===== src/rtl/mips_pkg.sv =====
`default_nettype none
// ============================================================================
//  Module      : mips_pkg
//  Description : Encodings shared by the decode, control and writeback
//                stages: writeback result source and load size codes.
//  Revision    : 1.0 - initial release
// ============================================================================
package mips_pkg;

   // Writeback result source (code 2'b11 is unused and behaves as ALU)
   localparam logic [1:0] WB_SRC_ALU  = 2'b00;
   localparam logic [1:0] WB_SRC_MEM  = 2'b01;
   localparam logic [1:0] WB_SRC_LINK = 2'b10;

   // Load access size (code 2'b11 is unused and behaves as WORD)
   localparam logic [1:0] LOAD_BYTE = 2'b00;
   localparam logic [1:0] LOAD_HALF = 2'b01;
   localparam logic [1:0] LOAD_WORD = 2'b10;

endpackage : mips_pkg
`default_nettype wire


===== src/rtl/load_aligner.sv =====
`default_nettype none
// ============================================================================
//  Module      : load_aligner
//  Description : Little-endian lane selection and sign/zero extension of a
//                data-memory word for byte, halfword and word loads.
//                Purely combinational; also used by the debug memory viewer.
//  Revision    : 1.0 - initial release
// ============================================================================
module load_aligner
   import mips_pkg::*;
#(
   parameter int NB_DATA = 32
)(
   input  logic [NB_DATA-1:0] i_word,
   input  logic [1:0]         i_addr,
   input  logic [1:0]         i_size,
   input  logic               i_unsigned,
   output logic [NB_DATA-1:0] o_data
);

   logic [7:0]  w_byte;
   logic [15:0] w_half;
   logic        w_byte_sign;
   logic        w_half_sign;

   // Pick the addressed byte and halfword lanes; a[0] is ignored for halves
   always_comb begin
      w_byte = i_word[7:0];
      case (i_addr)
         2'd0:    w_byte = i_word[7:0];
         2'd1:    w_byte = i_word[15:8];
         2'd2:    w_byte = i_word[23:16];
         default: w_byte = i_word[31:24];
      endcase
      w_half = i_addr[1] ? i_word[31:16] : i_word[15:0];
   end

   assign w_byte_sign = w_byte[7]  & ~i_unsigned;
   assign w_half_sign = w_half[15] & ~i_unsigned;

   // Extend the selected lane to the datapath width
   always_comb begin
      o_data = i_word;
      case (i_size)
         LOAD_BYTE: o_data = {{(NB_DATA-8){w_byte_sign}}, w_byte};
         LOAD_HALF: o_data = {{(NB_DATA-16){w_half_sign}}, w_half};
         default:   o_data = i_word;
      endcase
   end

endmodule : load_aligner
`default_nettype wire


===== src/rtl/writeback_stage.sv =====
`default_nettype none
// ============================================================================
//  Module      : writeback_stage
//  Description : Final MIPS pipeline stage. Selects the result (ALU, aligned
//                load data or link address), registers the register-bank
//                write port, latches a sticky halt flag and counts retired
//                instructions for the debug unit.
//  Revision    : 1.0 - initial release
// ============================================================================
module writeback_stage
   import mips_pkg::*;
#(
   parameter int NB_DATA     = 32,
   parameter int NB_REGISTER = 5,
   parameter int NB_COUNT    = 32
)(
   input  logic                   i_clock,
   input  logic                   i_reset,
   input  logic                   i_valid,
   input  logic                   i_instr_valid,
   input  logic                   i_reg_write,
   input  logic [1:0]             i_wb_src,
   input  logic [1:0]             i_load_size,
   input  logic                   i_load_unsigned,
   input  logic                   i_halt,
   input  logic [NB_REGISTER-1:0] i_rd_sel,
   input  logic [NB_DATA-1:0]     i_alu_result,
   input  logic [NB_DATA-1:0]     i_mem_data,
   input  logic [NB_DATA-1:0]     i_pc_next,
   output logic [NB_DATA-1:0]     o_data_reg_write,
   output logic [NB_REGISTER-1:0] o_data_reg_write_sel,
   output logic                   o_write_reg_enable,
   output logic                   o_halt,
   output logic [NB_COUNT-1:0]    o_retired_count
);

   logic [NB_DATA-1:0]     w_load_data;
   logic [NB_DATA-1:0]     w_result;
   logic                   w_write_enable;
   logic                   w_retire;

   logic [NB_DATA-1:0]     r_data;
   logic [NB_REGISTER-1:0] r_sel;
   logic                   r_write_enable;
   logic                   r_halt;
   logic [NB_COUNT-1:0]    r_count;

   load_aligner #(
      .NB_DATA (NB_DATA)
   ) u_load_aligner (
      .i_word     (i_mem_data),
      .i_addr     (i_alu_result[1:0]),
      .i_size     (i_load_size),
      .i_unsigned (i_load_unsigned),
      .o_data     (w_load_data)
   );

   // Result source mux; the unused source code falls back to the ALU result
   always_comb begin
      w_result = i_alu_result;
      case (i_wb_src)
         WB_SRC_MEM:  w_result = w_load_data;
         WB_SRC_LINK: w_result = i_pc_next;
         default:     w_result = i_alu_result;
      endcase
   end

   // A HALT in the slot suppresses its own write, as does an earlier halt;
   // writes to r0 are dropped here so the register bank never sees them
   assign w_write_enable = i_instr_valid & i_reg_write & (i_rd_sel != '0)
                         & ~i_halt & ~r_halt;
   assign w_retire       = i_instr_valid & ~r_halt;

   // Write-port, halt and retire-counter registers, advanced only on accept
   always_ff @(posedge i_clock or posedge i_reset) begin
      if (i_reset) begin
         r_data         <= '0;
         r_sel          <= '0;
         r_write_enable <= 1'b0;
         r_halt         <= 1'b0;
         r_count        <= '0;
      end else if (i_valid) begin
         r_data         <= w_result;
         r_sel          <= i_rd_sel;
         r_write_enable <= w_write_enable;
         if (i_instr_valid && i_halt) begin
            r_halt <= 1'b1;
         end
         if (w_retire) begin
            r_count <= r_count + NB_COUNT'(1);
         end
      end
   end

   // Outputs come straight from flops; decode samples them on the falling edge
   assign o_data_reg_write     = r_data;
   assign o_data_reg_write_sel = r_sel;
   assign o_write_reg_enable   = r_write_enable;
   assign o_halt               = r_halt;
   assign o_retired_count      = r_count;

endmodule : writeback_stage
`default_nettype wire


===== config.mk =====
export PLATFORM = sky130hd
export DESIGN_NAME = writeback_stage
export DESIGN_NICKNAME = d
export VERILOG_FILES = /design/src/rtl/mips_pkg.sv /design/src/rtl/load_aligner.sv /design/src/rtl/writeback_stage.sv
export SDC_FILE = /design/constraint.sdc
export NUM_CORES = 1
export LEC_CHECK = 0
export CAP_MARGIN = 20
export CORE_MARGIN = 1.5
export CORE_UTILIZATION = 35
export DETAILED_ROUTE_END_ITERATION = 8
export PLACE_DENSITY = 0.64
export SYNTH_ARGS = -nofsm -noshare
export SYNTH_HDL_FRONTEND = slang
export SYNTH_HIERARCHICAL = 1
export SYNTH_SLANG_ARGS = --single-unit

===== constraint.sdc =====
create_clock -name i_clock -period 4.7 [get_ports i_clock]
set_input_delay 0.47 -clock i_clock [delete_from_list [all_inputs] [get_ports i_clock]]
set_output_delay 0.47 -clock i_clock [all_outputs]
set_load 0.02 [all_outputs]

== Yosys cells after proc, flatten, opt, wreduce, memory -nomap -nowiden ==
Cells that the tools add are included.

* Add/subtract/negate cells: 1
* Equal/unequal tests: 5
* Mux-type cells: 4
* Bitwise logic cells: 10
* Reductions and logical operators: 6

{| class="wikitable"
|+ Operator list
! operator !! number
|-
| 32-bit one-hot mux with 2 select lines || 2
|-
| 32-bit by 1-bit adder with 32-bit output (second input constant) || 1
|-
| 8-bit one-hot mux with 3 select lines || 1
|-
| 16-bit 2-to-1 mux || 1
|-
| 1-bit bitwise AND || 7
|-
| 2-bit by 1-bit == test with 1-bit output (second input constant) || 3
|-
| 5-bit nonzero test || 1
|-
| 2-bit == test (second input constant) || 2
|-
| 2-bit zero test || 2
|-
| 2-bit AND reduction || 2
|-
| 1-bit NOT || 3
|-
| 1-bit logical AND || 1
|}

* Register bits after elaboration: 71
* Input port bits: 112
* Output and inout port bits: 71

== Longest topological paths before layout ==
Gate-level depths: netlist of run 1.

* Word-level depth: 5
* Mapped depth: 10
* Gate-level depth less buffers: 6

== Modules after synthesis ==
Netlist of run 1, hierarchy kept.

{| class="wikitable"
|+ Modules (own cells, without submodules)
! module !! times used !! cells each !! area an instance (µm²)
|-
| writeback_stage || 1 || 323 || 3547.2
|-
| load_aligner || 1 || 115 || 845.8
|}

== Least setup slack after synthesis of run 1 ==
No wires, ideal clock.

* Path type: input port to flip-flop
* Start: input port i_alu_result[1]
* End: register r_data[29], in the netlist o_data_reg_write[29]
* Data arrival time: 2.014 ns
* Slack: 2.561 ns
* Stages: 9
* Buffers on the path: 3
* Path through: buf_2 -> nor2b_1 -> buf_2 -> a32oi_2 -> buf_4 -> o211ai_2 -> a22oi_1 -> o21ai_0 -> mux2_2

* Word-level cells in the longest chain between the ends: 5
* Elaborated cells on any way between the ends: 9
* Classes of those cells: eq/ne: 2; mux: 4; bitwise: 2; reduce/logical: 1

{| class="wikitable"
|+ RTL lines
! element !! RTL line !! source
|-
| start, declared || writeback_stage.sv:27 || <nowiki>input logic [NB_DATA-1:0] i_alu_result,</nowiki>
|-
| 2-bit == test, or another cell as far along || load_aligner.sv:29 || <nowiki>case (i_addr)</nowiki>
|-
| 8-bit one-hot mux with 3 select lines || load_aligner.sv:29 ||
|-
| 1-bit bitwise AND || load_aligner.sv:38 || <nowiki>assign w_byte_sign = w_byte[7] & ~i_unsigned;</nowiki>
|-
| 32-bit one-hot mux with 2 select lines * || load_aligner.sv:44 || <nowiki>case (i_size)</nowiki>
|-
| net w_load_data[29] || writeback_stage.sv:37 || <nowiki>logic [NB_DATA-1:0] w_load_data;</nowiki>
|-
| 32-bit one-hot mux with 2 select lines * || writeback_stage.sv:61 || <nowiki>case (i_wb_src)</nowiki>
|-
| end signal, assigned || writeback_stage.sv:83 || <nowiki>r_data <= w_result;</nowiki>
|-
| end, declared || writeback_stage.sv:42 || <nowiki>logic [NB_DATA-1:0] r_data;</nowiki>
|}

The timed path passes the listed nets; every way through them passes the cells marked *.
A chain may end at the register's enable or synchronous reset.

== Final worst setup path of run 1 ==
* Start: input port i_alu_result[1]
* End: register r_data[9], in the netlist o_data_reg_write[9]

The elaborated chain is that of the path after synthesis.

==> results of run 1 <==
==> cells by family after synthesis <==
kind of cell / share of synthesized area [%]
fa+ha+maj: 0.855
mux: 13.7
buf+inv: 4.98
compound gates: 18.7
simple gates: 15.0
flops: 40.4
xor+xnor: 6.35
==> per-stage QoR <==
step | utilization, % | hold WS (ns)
floorplan | - | 0.582
global placement | 51.8 | 0.460
detailed placement | 51.8 | 0.465
CTS | 54.0 | 0.457
global route | 54.1 | 0.475
finish | 54.1 | 0.451
==> layout make-up <==
class / count / share of cell area (%)
timing repair buffer: 188 / 28.4
multi-input combinational: 323 / 36.6
sequential: 71 / 27.1
clock buffer: 12 / 3.76
antenna: 1 / 0.0382
inverter: 8 / 0.478
clock inverter: 3 / 0.306
tap: 168 / 3.21
==> power by group through the flow <==
stage / registers (mW) / clock network (mW) / logic [mW]
2_1_floorplan: 0.797 / 0 / 0.194
3_3_place_gp: 0.725 / 0 / 0.541
3_5_place_dp: 0.729 / 0 / 0.545
4_1_cts: 0.719 / 0.639 / 0.547
5_1_grt: 0.728 / 0.662 / 0.585
6_report: 0.718 / 0.620 / 0.543
==> sequential cells by signal, indices dropped and copies added, names as in the netlist <==
name	count
o_halt	1
o_data_reg_write_sel	5
o_data_reg_write	32
o_write_reg_enable	1
o_retired_count	32
==> metal layers <==
metal	track usage, %	up-vias	wire, µm
met2	34.5	140	6370
met3	6.64	17	979
met4	7.33	0	265
met5	0	-	0
met1	26.6	1938	5980
li1	-	1936	-
==> Yosys cell counts, drive strengths merged (2+ instances only) <==
master   n
a22oi   41
dfrtp   71
nor2b    9
ha       3
nand2   64
and4     2
o22a     7
o211ai  17
xor2     4
o21ai   34
mux2i   15
nor2     4
mux2    40
o221ai   8
nand3   14
inv      7
clkbuf  20
xnor2   27
and3     5
buf     16
nor3     6
nand4   13
==> worst min-delay path by stage <==
stage                         from              endpoint  slack, ns  depth (start not counted)
2_1_floorplan  o_retired_count[31]   o_retired_count[31]       0.58                          1
3_3_place_gp   o_retired_count[31]   o_retired_count[31]       0.46                          1
3_5_place_dp   o_retired_count[31]   o_retired_count[31]       0.46                          1
4_1_cts                    i_reset   o_retired_count[18]       0.46                          2
5_1_grt                    i_reset   o_retired_count[17]       0.48                          2
6_report                   i_reset  o_data_reg_write[21]       0.45                          2
==> worst max-delay path, stage by stage <==
cell	delay (ns)
clkdlybuf4s50_1	0.81
nor2b_1	0.68
a32oi_2	0.19
buf_4	0.26
o221ai_1	0.34
a22oi_1	0.12
o21ai_0	0.18
mux2_2	0.19
==> results.py, run 1 <==
metrics = {
    "synth": {
        "post-synth-top-area-cell": "dfrtp_1",
        "flop_and_latch_count_out_of_synthesis": 71,
        "syn-num-nets": 553,
        "yosysWarnings": 6,
        "syn_avg_cell_area_um2": 10.0,
        "synthesis.area_um2": 4390,
        "synth_top_area_share_pct": 40.4,
        "synth.lib_cells_used.distinct": 45,
        "dominantRegCellSynth": "dfrtp_1",
        "synthesis.instances": 438,
        "synth_enable_flop_cells": 0,
        "synth_async_reset_ratio_pct": 100,
        "part_of_the_yosys_area_used_for_sequential_elements_pct": 40.4,
        "synth.top_cells.by_area": "dfrtp_1 (40%), mux2_2 (10%), a22oi_1 (7.0%)",
    },
    "cts": {
        "clk_pin_slew_worst_paths_ns": 0.06,
        "cts_hold_repair.buffers": 0,
        "cts_tree": "yes",
        "ctsHtreeMaxLevel": 3,
        "max-clock-path-buffers": 2,
        "cts_buffers": 9,
        "clock-root-buffer": "clkbuf_16",
        "post_cts.resized_instances": 0,
        "cts.sink_count": 71,
        "post-cts-setup-buffers": 0,
        "clk-insertion-delay-late_ns": 0.33,
    },
    "power_and_ir_drop": {
        "totalPowerFinal_mw": 1.88,
        "vdd_ir_drop_max_v": 0.000185,
        "power_leakage_nw": 2.66,
        "combPwrFrac_pct": 28.9,
        "netSwitchingFraction_pct": 29.4,
        "seq_power_share_pct": 38.2,
        "powerDensity_nw_per_um2": 287,
        "p_int_mw": 1.33,
        "clock_power_share_pct": 33.0,
        "net-switching-power_mw": 0.553,
    },
    "floorplanning": {
        "die_area_um2": 13200,
        "boundaryPins": 183,
        "die_height_um": 115,
        "die_x_um": 115,
        "initial_utilization_pct": 36.3,
        "placement_rows": 40,
        "design.core.area_um2": 12100,
    },
    "setup_path": {
        "timing.reg2reg.worst_path_depth": 5,
        "worst_setup_endpoint": "o_data_reg_write[9]",
        "timing.rr.end": "o_retired_count[14]",
        "worstSetupPathType": "in -> reg",
        "worst_ep_required_time_ns": 4.96,
        "timing.critical_path.fanout_max": 25,
        "cp-end-kind": "flip-flop",
        "timing.critical_path.from_type": "input port",
        "worst-r2r-setup-slack_ns": 2.72,
        "worst-endpoint-arrival_ns": 3.26,
        "startpoint": "i_alu_result[1]",
        "critical_path.reg2reg.startpoint": "o_retired_count[0]",
    },
    "finish": {
        "register_area_um2": 1780,
        "multi_input_comb_area_um2": 2400,
        "n_fill_cell": 1131,
        "non_filler_instance_count_after_layout": 774,
        "syn_to_final_growth_pct": 49.1,
        "final_net_count": 716,
        "final_common_cell": "clkdlybuf4s50_1",
        "final_area_um2": 6550,
        "most-common-layout-cells": "clkdlybuf4s50_1 (181), dfrtp_1 (71), nand2_1 (64)",
        "drive_gt1_share_pct": 14.0,
    },
    "timing": {
        "hold_viol_final": 0,
        "unrepaired_setup_endpoints_after_global_routing": "false",
        "timing.slew.headroom_pct": 36.5,
        "timing_worst_slew_pin_value_ns": 0.952,
        "setup_tns_ns": 0,
        "fin_worst_skew_ns": 0.00265,
        "post_layout_min_period_ns": 2.99,
        "finalWorstSetupSlack_ns": 1.71,
        "timing.final.max_slew_violations": 0,
        "fmaxAchievable_mhz": 334,
        "fin_crit_sh_pct": 63.7,
        "report.final.setup_viol": 0,
    },
    "drt": {
        "drtAntennaViolNets": 0,
        "vias_per_cell": 5.21,
        "detail_route.first_pass.iterations": 4,
        "routed-via-count": 4031,
        "wire_length_per_cell_after_detailed_routing_um": 17.6,
        "postRouteWirelength_um": 13600,
        "first_iter_violations": 233,
        "route.detailed.drc": 0,
    },
    "worst_hold_path": {
        "type_of_the_tightest_min_delay_check": "in -> async",
    },
    "placement": {
        "pre_cts_ws_ns": 1.45,
        "place_inst": 758,
        "routability_congestion_estimate": 0.896,
        "dpl_cell_area_um2": 6280,
        "hpwl_um": 10200,
        "place.port_buffers": 182,
    },
    "run_status": {
        "outcome": "finished, final reports clean",
    },
    "grt": {
        "grt_pass1_vias": 4174,
        "global_route.overflow_total": 0,
        "global_route_wire_length_before_repair_um": 21700,
        "number_of_antenna_violations_at_the_first_check_in_global_routing": 1,
        "track_usage_pct": 21.2,
        "grt_max_degree": 65,
    },
    "job": {
        "drv.max_cap_violation_count": 0,
    },
}
Power figures use the tool's default switching activity.
==> run 2: changes to the inputs <==
==> constraint.sdc (replaced) <==
create_clock -name i_clock -period 3.02 [get_ports i_clock]
set_input_delay 0.302 -clock i_clock [delete_from_list [all_inputs] [get_ports i_clock]]
set_output_delay 0.302 -clock i_clock [all_outputs]
set_load 0.02 [all_outputs]
==> results.py, run 2 (synthesized netlist as in run 1, its figures left out) <==
metrics = {
    "run_status": {
        "outcome": "finished, final reports clean",
    },
    "cts": {
        "cts_buffers": 9,
        "clock-root-buffer": "clkbuf_16",
        "ctsHtreeMaxLevel": 3,
        "cts_hold_repair.buffers": 0,
        "clk_pin_slew_worst_paths_ns": 0.06,
        "max-clock-path-buffers": 2,
        "clk-insertion-delay-late_ns": 0.33,
        "post_cts.resized_instances": 0,
        "cts.sink_count": 71,
        "cts_tree": "yes",
        "post-cts-setup-buffers": 0,
    },
    "floorplanning": {
        "boundaryPins": 183,
        "design.core.area_um2": 12100,
        "die_height_um": 115,
        "die_x_um": 115,
        "die_area_um2": 13200,
        "initial_utilization_pct": 36.3,
        "placement_rows": 40,
    },
    "timing": {
        "timing.slew.headroom_pct": 42.0,
        "fin_worst_skew_ns": 0.00871,
        "unrepaired_setup_endpoints_after_global_routing": "false",
        "fmaxAchievable_mhz": 422,
        "setup_tns_ns": 0,
        "timing.final.max_slew_violations": 0,
        "post_layout_min_period_ns": 2.37,
        "report.final.setup_viol": 0,
        "timing_worst_slew_pin_value_ns": 0.863,
        "hold_viol_final": 0,
        "fin_crit_sh_pct": 78.4,
        "finalWorstSetupSlack_ns": 0.651,
    },
    "grt": {
        "grt_max_degree": 41,
        "track_usage_pct": 21.4,
        "global_route.overflow_total": 0,
        "global_route_wire_length_before_repair_um": 21900,
        "number_of_antenna_violations_at_the_first_check_in_global_routing": 0,
        "grt_pass1_vias": 4217,
    },
    "setup_path": {
        "path_buf_inv": 2,
        "startpoint": "i_load_size[1]",
        "crit_path_cell_trace": "clkdlybuf4s50_1, nor2b_1, a32oi_2, buf_4, o221ai_1, a22oi_1, o21ai_0, mux2_2",
        "worst_ep_required_time_ns": 3.29,
        "crit_path_max_incr_delay_ns": 0.62,
        "timing.critical_path.fanout_max": 25,
        "worst-endpoint-arrival_ns": 2.64,
        "worst_path_dominant_cell_family": "buffers and inverters",
        "critical_path.reg2reg.startpoint": "o_retired_count[7]",
        "cp-end-kind": "flip-flop",
        "worstSetupPathType": "in -> reg",
        "cpMaxStageDelayCell": "nor2b_1",
        "timing.critical_path.from_type": "input port",
    },
    "placement": {
        "routability_congestion_estimate": 0.889,
        "place.port_buffers": 182,
        "hpwl_um": 10400,
        "pre_cts_ws_ns": 0.349,
    },
    "finish": {
        "final_common_cell": "clkdlybuf4s50_1",
        "n_fill_cell": 1145,
        "n_antenna_cell": 0,
        "syn_to_final_growth_pct": 51.4,
        "register_area_um2": 1780,
        "multi_input_comb_area_um2": 2400,
        "drive_gt1_share_pct": 15.2,
        "final_net_count": 721,
        "most-common-layout-cells": "clkdlybuf4s50_1 (181), dfrtp_1 (71), nand2_1 (64)",
    },
    "drt": {
        "detail_route.first_pass.iterations": 6,
        "first_iter_violations": 236,
        "wire_length_per_cell_after_detailed_routing_um": 17.5,
        "drtAntennaViolNets": 0,
        "vias_per_cell": 5.13,
        "routed-via-count": 4000,
        "route.detailed.drc": 0,
        "postRouteWirelength_um": 13600,
    },
    "power_and_ir_drop": {
        "vdd_ir_drop_max_v": 0.000228,
        "powerDensity_nw_per_um2": 459,
        "power_leakage_nw": 2.71,
    },
    "worst_hold_path": {
        "type_of_the_tightest_min_delay_check": "in -> async",
    },
    "job": {
        "drv.max_cap_violation_count": 0,
    },
}
## run 2: cell count changes in the layout (fill, tap and decap cells not counted)
| cell | before | now |
|---|---|---|
| buf_12 | 0 | 2 |
| buf_4 | 6 | 9 |
| bufinv_16 | 0 | 1 |
| clkbuf_1 | 2 | 0 |
| clkinv_4 | 0 | 1 |
| diode_2 | 1 | 0 |
| inv_6 | 0 | 1 |
## run 2: per-stage QoR
stage	utilization [%]	power [mW]	cell area (µm²)	cells	hold slack, ns
6_report	54.9	3.05	6650	779	0.367
5_1_grt	54.9	3.20	6650	779	0.414
4_1_cts	54.9	3.09	6650	779	0.382
3_5_place_dp	52.4	1.99	6340	763	0.466
3_3_place_gp	52.4	1.98	6340	763	0.461
2_1_floorplan	-	1.54	4390	438	0.451
## run 2: area by class of cell
class	count	area share, %
Sequential cell	71	26.7
Inverter	8	0.470
Clock inverter	6	1.02
Tap cell	168	3.16
Multi-Input combinational cell	323	36.1
Clock buffer	10	3.59
Timing Repair Buffer	193	28.9
## run 2: final timing paths
kind / endpoint / cells past startpoint / slack [ns]
worst max-delay path: o_data_reg_write[12] / 8 / 0.65
worst min-delay path: o_data_reg_write[21] / 2 / 0.37
worst max register to register: o_retired_count[28] / 4 / 1.02
worst min register to register: o_retired_count[31] / 1 / 0.48
max in group asynchronous: o_retired_count[11] / 3 / 2.03
min in group i_clock: o_retired_count[31] / 1 / 0.48
## run 2: metal layers
metal / up-vias / GRT usage, % / share of wire, %
met3: 19 / 5.59 / 7.2
met5: - / 0 / 0
li1: 1948 / - / -
met2: 153 / 34.9 / 46
met4: 0 / 7.57 / 2.1
met1: 1880 / 27.7 / 44
## run 2: report_power, final
| group | leakage, nW | internal [mW] | switching, mW |
|---|---|---|---|
| Combinational | 1.64 | 0.456 | 0.401 |
| Clock | 0.145 | 0.664 | 0.417 |
| Sequential | 0.922 | 1.05 | 0.0685 |
==> run 3: changes to the inputs <==
--- a/config.mk
+++ b/config.mk
@@ -9,7 +9,7 @@
 export CORE_MARGIN = 1.5
 export CORE_UTILIZATION = 35
 export DETAILED_ROUTE_END_ITERATION = 8
-export PLACE_DENSITY = 0.64
+export PLACE_DENSITY = 0.66
 export SYNTH_ARGS = -nofsm -noshare
 export SYNTH_HDL_FRONTEND = slang
 export SYNTH_HIERARCHICAL = 1
==> constraint.sdc (replaced) <==
create_clock -name i_clock -period 2.1 [get_ports i_clock]
set_input_delay 0.21 -clock i_clock [delete_from_list [all_inputs] [get_ports i_clock]]
set_output_delay 0.21 -clock i_clock [all_outputs]
set_load 0.02 [all_outputs]
==> results.py, run 3 (synthesized netlist as in run 1, its figures left out) <==
metrics = {
    "run_status": {
        "outcome": "finished, final reports clean",
    },
    "timing": {
        "post_layout_min_period_ns": 2.04,
        "timing.hold.ws_ns": 0.273,
        "setup_tns_ns": 0,
        "fmaxAchievable_mhz": 491,
        "finalWorstSetupSlack_ns": 0.0632,
        "fin_crit_sh_pct": 97.0,
        "timing.final.max_slew_violations": 0,
        "fin_worst_skew_ns": 0.00681,
        "timing_worst_slew_pin_value_ns": 0.654,
        "report.final.setup_viol": 0,
        "timing.slew.headroom_pct": 56.4,
        "hold_viol_final": 0,
    },
    "drt": {
        "first_iter_violations": 237,
        "routed-via-count": 4148,
        "route.detailed.drc": 0,
        "wire_length_per_cell_after_detailed_routing_um": 17.5,
        "drtAntennaViolNets": 0,
        "vias_per_cell": 5.16,
        "postRouteWirelength_um": 14000,
        "detail_route.first_pass.iterations": 5,
    },
    "finish": {
        "final_net_count": 745,
        "fin_util_pct": 56.8,
        "drive_gt1_share_pct": 18.3,
        "n_fill_cell": 1136,
        "syn_to_final_growth_pct": 56.5,
        "non_filler_instance_count_after_layout": 804,
        "most-common-layout-cells": "clkdlybuf4s50_1 (180), dfrtp_1 (71), nand2_1 (64)",
        "final_area_um2": 6880,
        "final_common_cell": "clkdlybuf4s50_1",
    },
    "grt": {
        "global_route_wire_length_before_repair_um": 22300,
        "track_usage_pct": 21.8,
        "grt_max_degree": 72,
        "grt_pass1_vias": 4228,
        "global_route.overflow_total": 0,
        "number_of_antenna_violations_at_the_first_check_in_global_routing": 1,
    },
    "power_and_ir_drop": {
        "power_leakage_nw": 2.84,
        "net-switching-power_mw": 1.29,
        "clock_power_share_pct": 34.6,
        "seq_power_share_pct": 36.4,
        "p_int_mw": 3.12,
        "powerDensity_nw_per_um2": 641,
        "combPwrFrac_pct": 29.0,
        "netSwitchingFraction_pct": 29.3,
        "totalPowerFinal_mw": 4.41,
        "vdd_ir_drop_max_v": 0.000409,
    },
    "setup_path": {
        "timing.critical_path.fanout_max": 7,
        "cpMaxStageDelayCell": "clkdlybuf4s50_1",
        "timing.critical_path.from_type": "input port",
        "worstSetupPathType": "in -> reg",
        "crit_path_cell_trace": "clkdlybuf4s50_1, mux2_2, a32oi_4, buf_6, buf_12, o211ai_2, a22oi_1, o21ai_0, mux2_2",
        "cp-end-kind": "flip-flop",
        "critical-path-top-cell-by-count": "mux2_2",
        "crit_path_max_incr_delay_ns": 0.52,
        "worst_ep_required_time_ns": 2.32,
        "worst-endpoint-arrival_ns": 2.25,
    },
    "cts": {
        "clk-insertion-delay-late_ns": 0.34,
        "cts_buffers": 9,
        "post-cts-setup-buffers": 0,
        "max-clock-path-buffers": 2,
        "cts_tree": "yes",
        "cts.sink_count": 71,
        "clock-root-buffer": "clkbuf_16",
        "clk_pin_slew_worst_paths_ns": 0.06,
        "ctsHtreeMaxLevel": 3,
        "cts_hold_repair.buffers": 0,
    },
    "floorplanning": {
        "placement_rows": 40,
        "boundaryPins": 183,
        "die_height_um": 115,
        "initial_utilization_pct": 36.3,
        "die_area_um2": 13200,
        "design.core.area_um2": 12100,
        "die_x_um": 115,
    },
    "placement": {
        "pre_cts_ws_ns": -0.378,
        "place.port_buffers": 182,
        "place_inst": 786,
        "hpwl_um": 10500,
        "routability_congestion_estimate": 0.865,
        "dpl_cell_area_um2": 6550,
    },
    "job": {
        "drv.max_cap_violation_count": 0,
    },
    "worst_hold_path": {
        "type_of_the_tightest_min_delay_check": "in -> reg",
    },
}
## run 3: worst max-delay path, delay by kind of cell
kind / cells / cell delay, ns
AO/OA/AOI/OAI: 4 / 0.56
buffers and inverters: 3 / 0.83
multiplexers: 2 / 0.64
## run 3: area by class of cell
cell class,instances,area (µm²),area share (%)
inverters,8,30.0,0.437
multi-input cells,323,2420,35.1
clock inverters,5,58.8,0.855
diodes,1,2.50,0.0364
well taps,168,210,3.06
repair buffers,217,2150,31.2
flip-flops and latches,71,1780,25.8
clock buffers,11,233,3.38
## run 3: path summary, 6_finish.rpt
check / startpoint / endpoint / slack (ns) / depth (start not counted)
setup / recovery: i_alu_result[0] / o_data_reg_write[26] / 0.06 / 9
hold / removal: i_valid / o_retired_count[2] / 0.27 / 3
setup reg to reg: o_retired_count[7] / o_retired_count[24] / 0.49 / 5
hold reg to reg: o_retired_count[31] / o_retired_count[31] / 0.47 / 1
max in group asynchronous: i_reset / o_data_reg_write[5] / 1.49 / 3
min in group asynchronous: i_reset / o_data_reg_write[30] / 0.28 / 3
## run 3: what timing repair did
item                                    4_1_cts  5_1_grt
resized for setup                             1        5
endpoints found under the setup margin        4       15
pin swaps                                     0        1
gates cloned                                  0        1
## run 3: power groups by stage
stage,Combinational [mW],Sequential [mW],Clock (mW)
global placement,1.27,1.63,0
global route,1.38,1.63,1.62
floorplan,0.434,1.78,0
detailed placement,1.28,1.63,0
CTS,1.28,1.61,1.56
finish,1.28,1.61,1.53
## run 3: layer usage
metal | part of all wire [%] | global-route usage (%) | vias to the layer above
met2 | 44 | 33.7 | 155
met3 | 7.8 | 6.27 | 24
met4 | 2.7 | 8.64 | 0
met5 | 0 | 0 | -
li1 | - | - | 1997
met1 | 45 | 28.9 | 1972
